### src/rtl/sdram_frame_reader.sv
`default_nettype none
// ============================================================================
// sdram_frame_reader : streams a frame from SDRAM into a show-ahead pixel FIFO
// Rev 1.0
// ============================================================================
module sdram_frame_reader #(
  parameter int ADDR_W       = 25,
  parameter int DATA_W       = 16,
  parameter int FRAME_PIXELS = 76800,
  parameter int FIFO_DEPTH   = 16,
  parameter int FILL_LEVEL   = 8
) (
  input  logic              in_clk,
  input  logic              in_reset,
  input  logic              start,
  output logic              rd_req,
  output logic [ADDR_W-1:0] rd_addr,
  input  logic              rd_wait,
  input  logic              rd_valid,
  input  logic [DATA_W-1:0] rd_data,
  input  logic              pix_ready,
  output logic              pix_valid,
  output logic [7:0]        pix_data,
  output logic              frame_start,
  output logic              underflow,
  output logic [1:0]        state
);
  localparam int c_ptr_w = $clog2(FIFO_DEPTH);
  localparam int c_cnt_w = c_ptr_w + 1;
  localparam int c_idx_w = (FRAME_PIXELS > 1) ? $clog2(FRAME_PIXELS) : 1;
  localparam logic [ADDR_W-1:0]  c_last_addr = ADDR_W'(FRAME_PIXELS - 1);
  localparam logic [ADDR_W-1:0]  c_addr_one  = ADDR_W'(1);
  localparam logic [c_idx_w-1:0] c_last_idx  = c_idx_w'(FRAME_PIXELS - 1);
  localparam logic [c_idx_w-1:0] c_idx_one   = c_idx_w'(1);
  localparam logic [c_ptr_w-1:0] c_ptr_one   = c_ptr_w'(1);
  localparam logic [c_cnt_w-1:0] c_cnt_one   = c_cnt_w'(1);
  localparam logic [c_cnt_w-1:0] c_fill      = c_cnt_w'(FILL_LEVEL);
  localparam logic [c_cnt_w:0]   c_depth     = (c_cnt_w + 1)'(FIFO_DEPTH);

  typedef enum logic [1:0] {
    ST_IDLE  = 2'd0,
    ST_FILL  = 2'd1,
    ST_RUN   = 2'd2,
    ST_DRAIN = 2'd3
  } state_t;

  state_t              r_state, w_next;
  logic [7:0]          r_mem [FIFO_DEPTH];
  logic [c_ptr_w-1:0]  r_wr_ptr, r_rd_ptr;
  logic [c_cnt_w-1:0]  r_count, r_outstanding;
  logic [ADDR_W-1:0]   r_addr;
  logic [c_idx_w-1:0]  r_pop_idx;
  logic                r_frame_start, r_underflow;
  logic                w_streaming, w_empty, w_accept, w_return, w_push, w_pop;
  logic                w_start_fill, w_flush;
  logic [c_cnt_w:0]    w_level;
  logic [DATA_W-9:0]   w_unused_data;

  assign w_streaming  = (r_state == ST_FILL) || (r_state == ST_RUN);
  assign w_empty      = (r_count == '0);
  // Credits cover both buffered pixels and reads still in flight
  assign w_level      = {1'b0, r_count} + {1'b0, r_outstanding};
  assign rd_req       = w_streaming && (w_level < c_depth);
  assign w_accept     = rd_req && !rd_wait;
  assign w_return     = rd_valid && (r_outstanding != '0);
  assign w_push       = w_return && w_streaming;
  assign w_pop        = (r_state == ST_RUN) && pix_ready && !w_empty;
  assign w_start_fill = (r_state == ST_IDLE) && start;
  assign w_flush      = (r_state == ST_DRAIN) && (r_outstanding == '0);
  assign w_unused_data = rd_data[DATA_W-1:8];

  always_comb begin
    w_next = r_state;
    case (r_state)
      ST_IDLE:  if (start) w_next = ST_FILL;
      ST_FILL: begin
        if (!start) w_next = ST_DRAIN;
        else if (r_count >= c_fill) w_next = ST_RUN;
      end
      ST_RUN:   if (!start) w_next = ST_DRAIN;
      ST_DRAIN: if (r_outstanding == '0) w_next = ST_IDLE;
      default:  w_next = ST_IDLE;
    endcase
  end

  always_ff @(posedge in_clk or negedge in_reset) begin
    if (!in_reset) r_state <= ST_IDLE;
    else           r_state <= w_next;
  end

  always_ff @(posedge in_clk) begin
    if (w_push) r_mem[r_wr_ptr] <= rd_data[7:0];
  end

  always_ff @(posedge in_clk or negedge in_reset) begin
    if (!in_reset) begin
      r_wr_ptr      <= '0;
      r_rd_ptr      <= '0;
      r_count       <= '0;
      r_outstanding <= '0;
      r_addr        <= '0;
      r_pop_idx     <= '0;
      r_frame_start <= 1'b0;
      r_underflow   <= 1'b0;
    end else begin
      r_frame_start <= w_pop && (r_pop_idx == '0);
      r_underflow   <= r_underflow || ((r_state == ST_RUN) && pix_ready && w_empty);

      case ({w_accept, w_return})
        2'b10:   r_outstanding <= r_outstanding + c_cnt_one;
        2'b01:   r_outstanding <= r_outstanding - c_cnt_one;
        default: r_outstanding <= r_outstanding;
      endcase

      if (w_flush) begin
        r_wr_ptr <= '0;
        r_rd_ptr <= '0;
        r_count  <= '0;
      end else begin
        if (w_push) r_wr_ptr <= r_wr_ptr + c_ptr_one;
        if (w_pop)  r_rd_ptr <= r_rd_ptr + c_ptr_one;
        case ({w_push, w_pop})
          2'b10:   r_count <= r_count + c_cnt_one;
          2'b01:   r_count <= r_count - c_cnt_one;
          default: r_count <= r_count;
        endcase
      end

      if (w_start_fill)  r_addr <= '0;
      else if (w_accept) r_addr <= (r_addr == c_last_addr) ? '0 : r_addr + c_addr_one;

      if (w_start_fill) r_pop_idx <= '0;
      else if (w_pop)   r_pop_idx <= (r_pop_idx == c_last_idx) ? '0 : r_pop_idx + c_idx_one;
    end
  end

  assign rd_addr     = r_addr;
  assign pix_valid   = (r_state == ST_RUN) && !w_empty;
  assign pix_data    = w_empty ? 8'd0 : r_mem[r_rd_ptr];
  assign frame_start = r_frame_start;
  assign underflow   = r_underflow;
  assign state       = r_state;
endmodule
`default_nettype wire

### config.mk
export PLATFORM = sky130hd
export DESIGN_NAME = sdram_frame_reader
export DESIGN_NICKNAME = d
export VERILOG_FILES = /design/src/rtl/sdram_frame_reader.sv
export SDC_FILE = /design/constraint.sdc
export NUM_CORES = 1
export LEC_CHECK = 0
export ABC_AREA = 1
export ABC_CLOCK_PERIOD_IN_PS = 2900
export CELL_PAD_IN_SITES_DETAIL_PLACEMENT = 0
export CELL_PAD_IN_SITES_GLOBAL_PLACEMENT = 1
export CORE_ASPECT_RATIO = 0.8
export CORE_MARGIN = 2
export CORE_UTILIZATION = 49
export DETAILED_ROUTE_END_ITERATION = 7
export DONT_BUFFER_PORTS = 1
export PLACE_DENSITY = 0.81
export SYNTH_ARGS = -nofsm -noshare
export SYNTH_HDL_FRONTEND = slang
export SYNTH_SLANG_ARGS = --single-unit
### constraint.sdc
create_clock -name in_clk -period 2.9 [get_ports in_clk]
set_input_delay 0.435 -clock in_clk [delete_from_list [all_inputs] [get_ports in_clk]]
set_output_delay 0.435 -clock in_clk [all_outputs]
set_load 0.02 [all_outputs]
**Word-level counts from Yosys, hierarchy flattened**

Memories as Yosys holds them, arrays and structs flattened.
Index checks and enable logic that the tools add are counted.
W data, S select, Z words.

- Add/subtract/negate cells: 9
- $lt $le $gt $ge: 2
- Eq/ne operators: 13
- Mux-type cells: 22
- Reductions and logical operators: 27

Operator list:

| operator | number |
|---|---|
| $mux W25 | 3 |
| $mux W17 | 3 |
| $add A25 B1 Y25 const B | 1 |
| $eq A25 B17 Y1 const B | 1 |
| $pmux W5 S2 | 2 |
| $add A17 B1 Y17 const B | 1 |
| $eq A17 B17 Y1 const B | 1 |
| $logic_not A17 Y1 | 1 |
| $mux W4 | 4 |
| $logic_and A1 B1 Y1 | 11 |
| $add A5 B1 Y5 const B | 2 |
| $logic_not A5 Y1 | 2 |
| $mux W2 | 5 |
| $reduce_bool A2 Y1 | 5 |
| $sub A5 B1 Y5 const B | 2 |
| $add A4 B1 Y4 const B | 2 |
| $eq A2 B2 Y1 const B | 4 |
| $mux W8 | 1 |
| $pmux W2 S4 | 1 |
| $add A5 B5 Y6 | 1 |
| $eq A2 B1 Y1 const B | 3 |
| $lt A6 B5 Y1 const B | 1 |
| $ge A5 B4 Y1 const B | 1 |
| $mux W5 | 1 |
| 10 further kinds | 14 |

- Register bits after elaboration: 64
- RAM bits: 128
- Output and inout bits: 39
- Memories kept: 1

Memory list:

| memory | depth | bits a word | rd ports | clocked after memory_dff | write ports | line | text |
|---|---|---|---|---|---|---|---|
| r_mem | 16 | 8 | 1 | 0 | 1 | 48 | `logic [7:0] r_mem [FIFO_DEPTH];` |

**Logic depth before layout (Yosys ltp)**

- Word-level depth: 6
- Depth in mapped cells: 17
- Depth with buffers taken out: 17

**Least setup slack after synthesis**

No wires, ideal clock.

- Path type: register to register
- Start point: register r_state[0], in the netlist state[0]
- End point: register r_outstanding[4]
- Data arrival time: 2.445 ns
- Required time: 2.835 ns
- Slack: 0.390 ns
- Stages on the path, launching flop included: 14
- Path buffers: 0
- Period minus slack after synthesis: 2.510 ns
- Path through: dfrtp_1 > inv_1 > ha_1 > inv_2 > nor4_4 > nand3_4 > ha_1 > ha_1 > a21oi_1 > nor2_1 > nor2_1 > xor2_1 > nand2_1 > nand2_1

- Longest elaborated chain between the ends: 6
- Elaborated cells between the ends (all ways): 9
- Those cells by class: eq/ne: 4; mux: 1; reduce/logical: 4

Ends and longest elaborated chain:

| element | line | text |
|---|---|---|
| start: declaration | 47 | `state_t r_state, w_next;` |
| start signal: assignment | 88 | `else r_state <= w_next;` |
| $eq A2 B1 Y1 / $eq A2 B2 Y1 (equally long branches) | 59 | `assign w_streaming = (r_state == ST_FILL) \|\| (r_state == ST_RUN);` |
| $logic_or A1 B1 Y1 * | 59 |  |
| $logic_and A1 B1 Y1 * | 63 | `assign rd_req = w_streaming && (w_level < c_depth);` |
| $logic_and A1 B1 Y1 * | 64 | `assign w_accept = rd_req && !rd_wait;` |
| $eq A2 B1 Y1 / $eq A2 B2 Y1 (equally long branches) | 109 | `case ({w_accept, w_return})` |
| $pmux W5 S2 / $reduce_bool A2 Y1 (equally long branches) | -- |  |
| end signal: assignment | 110 | `2'b10: r_outstanding <= r_outstanding + c_cnt_one;` |
| end signal: assignment | 111 | `2'b01: r_outstanding <= r_outstanding - c_cnt_one;` |
| end signal: assignment | 112 | `default: r_outstanding <= r_outstanding;` |
| end: declaration | 50 | `logic [c_cnt_w-1:0] r_count, r_outstanding;` |

Every way passes the cells marked *; elsewhere a longest branch is shown, timed or not.
A chain may end at the register's enable or synchronous reset.

**Final worst setup path**

- Start point: register r_rd_ptr[0]
- End point: output pix_data[4]

- Longest elaborated chain between the ends: 2

Ends and longest elaborated chain:

| element | line | text |
|---|---|---|
| start: declaration | 49 | `logic [c_ptr_w-1:0] r_wr_ptr, r_rd_ptr;` |
| start signal: assignment | 121 | `if (w_pop) r_rd_ptr <= r_rd_ptr + c_ptr_one;` |
| $mem_v2 Z16 W8 | -- |  |
| $mux W8 | 139 | `assign pix_data = w_empty ? 8'd0 : r_mem[r_rd_ptr];` |
| end: declaration | 23 | `output logic [7:0] pix_data,` |

No other way between the ends.

==> impl_metrics.ini <==
[route]
avgViaCountPerCell = 5.27
drtIter0Drc = 538
ant_nets = 0
vias = 7169
routed_wl_um = 22900
dr.pass1.iters = 5
drc = 0
wire_per_inst_um = 16.8

[global_routing]
antenna_found_initial = 0
grt_max_degree = 65
grt_pass1_vias = 6628
grt_overflow = 0
grt_pass1_wl_um = 36100
grt_usage_pct = 22.8

[critical_path]
worst_path_max_delay_cell = dfrtp_2
crit_path_max_incr_delay_ns = 0.54
arrival_ns = 2.32
critPathKind = reg2out
cp.required_ns = 2.47
worstPathCellList = inv_2 > buf_12 > nand2_1 > nand3_1 > nand3_1 > a21oi_1 > o21a_1
critPathTopFamily = compound AO/OA/AOI/OAI gates
critPathMostFrequentCell = nand3_1
worst-path-buf-inv = 2
end_kind = output pin
critPathMaxFanout = 41
startpoint_type = register

[cells_and_area]
nets = 1137
seqCellArea_um2 = 5450
multi_input_area_um2 = 3740
drive_gt1_share_pct = 9.07
antenna_cells = 0
n_fill_cell = 1723
synthToLayoutAreaGrowth_pct = 10.3

[sta]
worst_slew_pin_slew_ns = 0.682
slew_headroom_pct = 54.4
finalHoldViolations = 0
slew_violations = 0
finalSetupViolations = 0
period_needed_ns = 2.75
max_freq_mhz = 363
period_share_pct = 94.9
fin_worst_skew_ns = 0.0127
finalSetupTns_ns = 0
rsz0062_at_grt = false

[synth]
synth_edf_count = 128
ys_types = 37
ys_seq_area_share_pct = 56.4
syn_area_um2 = 9660
ys_seq_elements = 192
ys_warn_count = 0
yosys.area.top_type = edfxtp_1
syn_inst = 1070
syn_nets = 1118
synthTopCellsByArea = edfxtp_1 40%, dfrtp_1 17%, nand2_1 13%
synth_ff_type = edfxtp_1
yosys.area.top_type_share_pct = 39.8
syn_area_per_cell_um2 = 9.03
synthArstFlopShare_pct = 33.3

[floorplan]
row_count = 45
die_h_um = 130
die-area_um2 = 20900
core_um2 = 19100
initial_utilization_pct = 50.5
ioPinCount = 61
die_x_um = 161

[clocking]
ctsLongestPathBuffers = 2
cts_sinks = 192
clockRootBuffer = clkbuf_16
clk_latency_ns = 0.44
cts_buffers = 17
htree_levels = 4
path_clk_slew_ns = 0.08
cts_tree = done

[outcome]
status = completed

[place]
io_buffers = 0
dp_hpwl_um = 15600
place.gp.congestion = 0.840

[run]
drv_cap = 0

[power_and_ir_drop]
power.leakage_uw = 0.00449
power_uw = 9310
peakVddDrop_uv = 455
p_per_area_nw_per_um2 = 874

[hold_path]
min_path_type = in2reg
## routing by layer
| layer | vias up | global-route usage (%) | routed length, µm |
|---|---|---|---|
| met5 | - | 0 | 0 |
| met4 | 0 | 5.51 | 173 |
| met3 | 12 | 4.16 | 1340 |
| met2 | 192 | 34.1 | 9880 |
| met1 | 3375 | 34.7 | 11500 |
| li1 | 3590 | - | - |
## worst reg2reg max path, delay by kind of cell (launching register included)
family / cells / cell delay [ns]
adder cells (fa/ha/maj): 3 / 1.00
AND/OR/NAND/NOR: 6 / 0.79
flip-flops: 1 / 0.43
AO/OA/AOI/OAI: 1 / 0.16
XOR/XNOR: 1 / 0.16
## Yosys cell counts (3+ instances only)
master      n
a21oi_1    28
buf_2      17
clkbuf_1    8
dfrtp_1    64
edfxtp_1  128
ha_1       24
inv_1      76
inv_2       6
nand2_1   347
nand2_2    10
nand3_1   148
nand3_2     3
nand3b_1    4
nand4_1    13
nor2_1     94
nor2_2      9
nor2_4      4
nor3_1      6
o21a_1      9
o21ai_0    25
o21bai_1    3
xnor2_1     8
xor2_1     15
## cells by family (layout without fill, tap and decap cells)
kind of cell / after synthesis / after routing / synth area share [%]
XOR/XNOR: 23 / 23 / 2.09
AND/OR/NAND/NOR: 645 / 645 / 29.2
AO/OA/AOI/OAI: 69 / 69 / 3.92
adder cells (fa/ha/maj): 26 / 26 / 3.52
buffers and inverters: 115 / 147 / 4.95
flip-flops: 192 / 192 / 56.4
## cells in the final DEF (no fill, tap or decap), types with 2 or more instances in the layout
master     netlist  routed
o21a_1           9       9
nand4_1         13      13
nor2_1          94      94
o22ai_1          2       2
nor3_1           6       6
nand3_2          3       3
nor4_1           2       2
inv_6            0       2
clkinv_1         2       3
a21oi_1         28      28
fa_1             2       2
nand2_1        347     347
inv_2            6       7
o21bai_1         3       3
nor2_2           9       9
xor2_1          15      15
dfrtp_1         64      63
nand2_2         10      10
nand2_4          2       2
ha_1            24      24
nand3b_1         4       4
clkbuf_16        0      17
xnor2_1          8       8
nor2_4           4       4
edfxtp_1       128     128
clkinv_2         0       2
inv_1           76      75
inv_8            0       8
nand3_1        148     148
o21ai_0         25      25
buf_4            2      27
## final timing paths
check                           slack (ns)               startpoint  cells after the start                            to
max in group asynchronous             2.05                 in_reset                      2       r_rd_ptr[0]$_DFFE_PN0P_
min in group asynchronous             0.53                 in_reset                      2        rd_addr[3]$_DFFE_PN0P_
worst min register to register        0.54   r_count[3]$_DFFE_PN0P_                      2        r_count[3]$_DFFE_PN0P_
worst max-delay path                  0.15  r_rd_ptr[0]$_DFFE_PN0P_                      7                   pix_data[4]
worst max register to register        0.31   r_count[4]$_DFFE_PN0P_                     11  r_outstanding[4]$_DFFE_PN0P_
worst min-delay path                  0.09               rd_data[3]                      0         r_mem[0][3]$_DFFE_PP_
## what timing repair did
action                    4_1_cts  5_1_grt
setup buffers                   0        0
hold endpoints to repair       64        0
gates resized for setup         0        0
hold buffers                    2        0
## state kept, by name, summed over array words and instances, names as in the netlist
| signal | flops |
|---|---|
| r_mem | 128 |
| rd_addr | 25 |
| r_pop_idx | 17 |
| r_count | 5 |
| r_outstanding | 5 |
| r_rd_ptr | 4 |
| r_wr_ptr | 4 |
| state | 2 |
| frame_start | 1 |
| underflow | 1 |
## area by class of cell
| class | instances | share of cell area [%] |
|---|---|---|
| Sequential cell | 192 | 51.1 |
| Inverter | 85 | 3.02 |
| Timing Repair Buffer | 30 | 2.44 |
| Clock buffer | 17 | 3.99 |
| Tap cell | 258 | 3.03 |
| Clock inverter | 15 | 1.29 |
| Multi-Input combinational cell | 763 | 35.1 |
## through the flow
step	hold slack [ns]	instances	setup slack [ns]	area, µm²	utilization, %
2_1_floorplan	0.139	1070	0.390	9660	-
3_3_place_gp	0.141	1326	0.359	10100	52.5
3_5_place_dp	0.141	1326	0.314	10100	52.5
4_1_cts	0.0708	1360	0.153	10700	55.6
5_1_grt	0.0603	1360	0.0380	10700	55.6
6_report	0.0907	1360	0.149	10700	55.6
## where the power goes
| group | leakage, µW | total, µW | switching, µW | internal [µW] |
|---|---|---|---|---|
| clock network | 0.000281 | 2260 | 1110 | 1140 |
| registers | 0.00201 | 3590 | 334 | 3260 |
| logic | 0.00220 | 3460 | 2380 | 1080 |
Power figures use the tool's default switching activity.
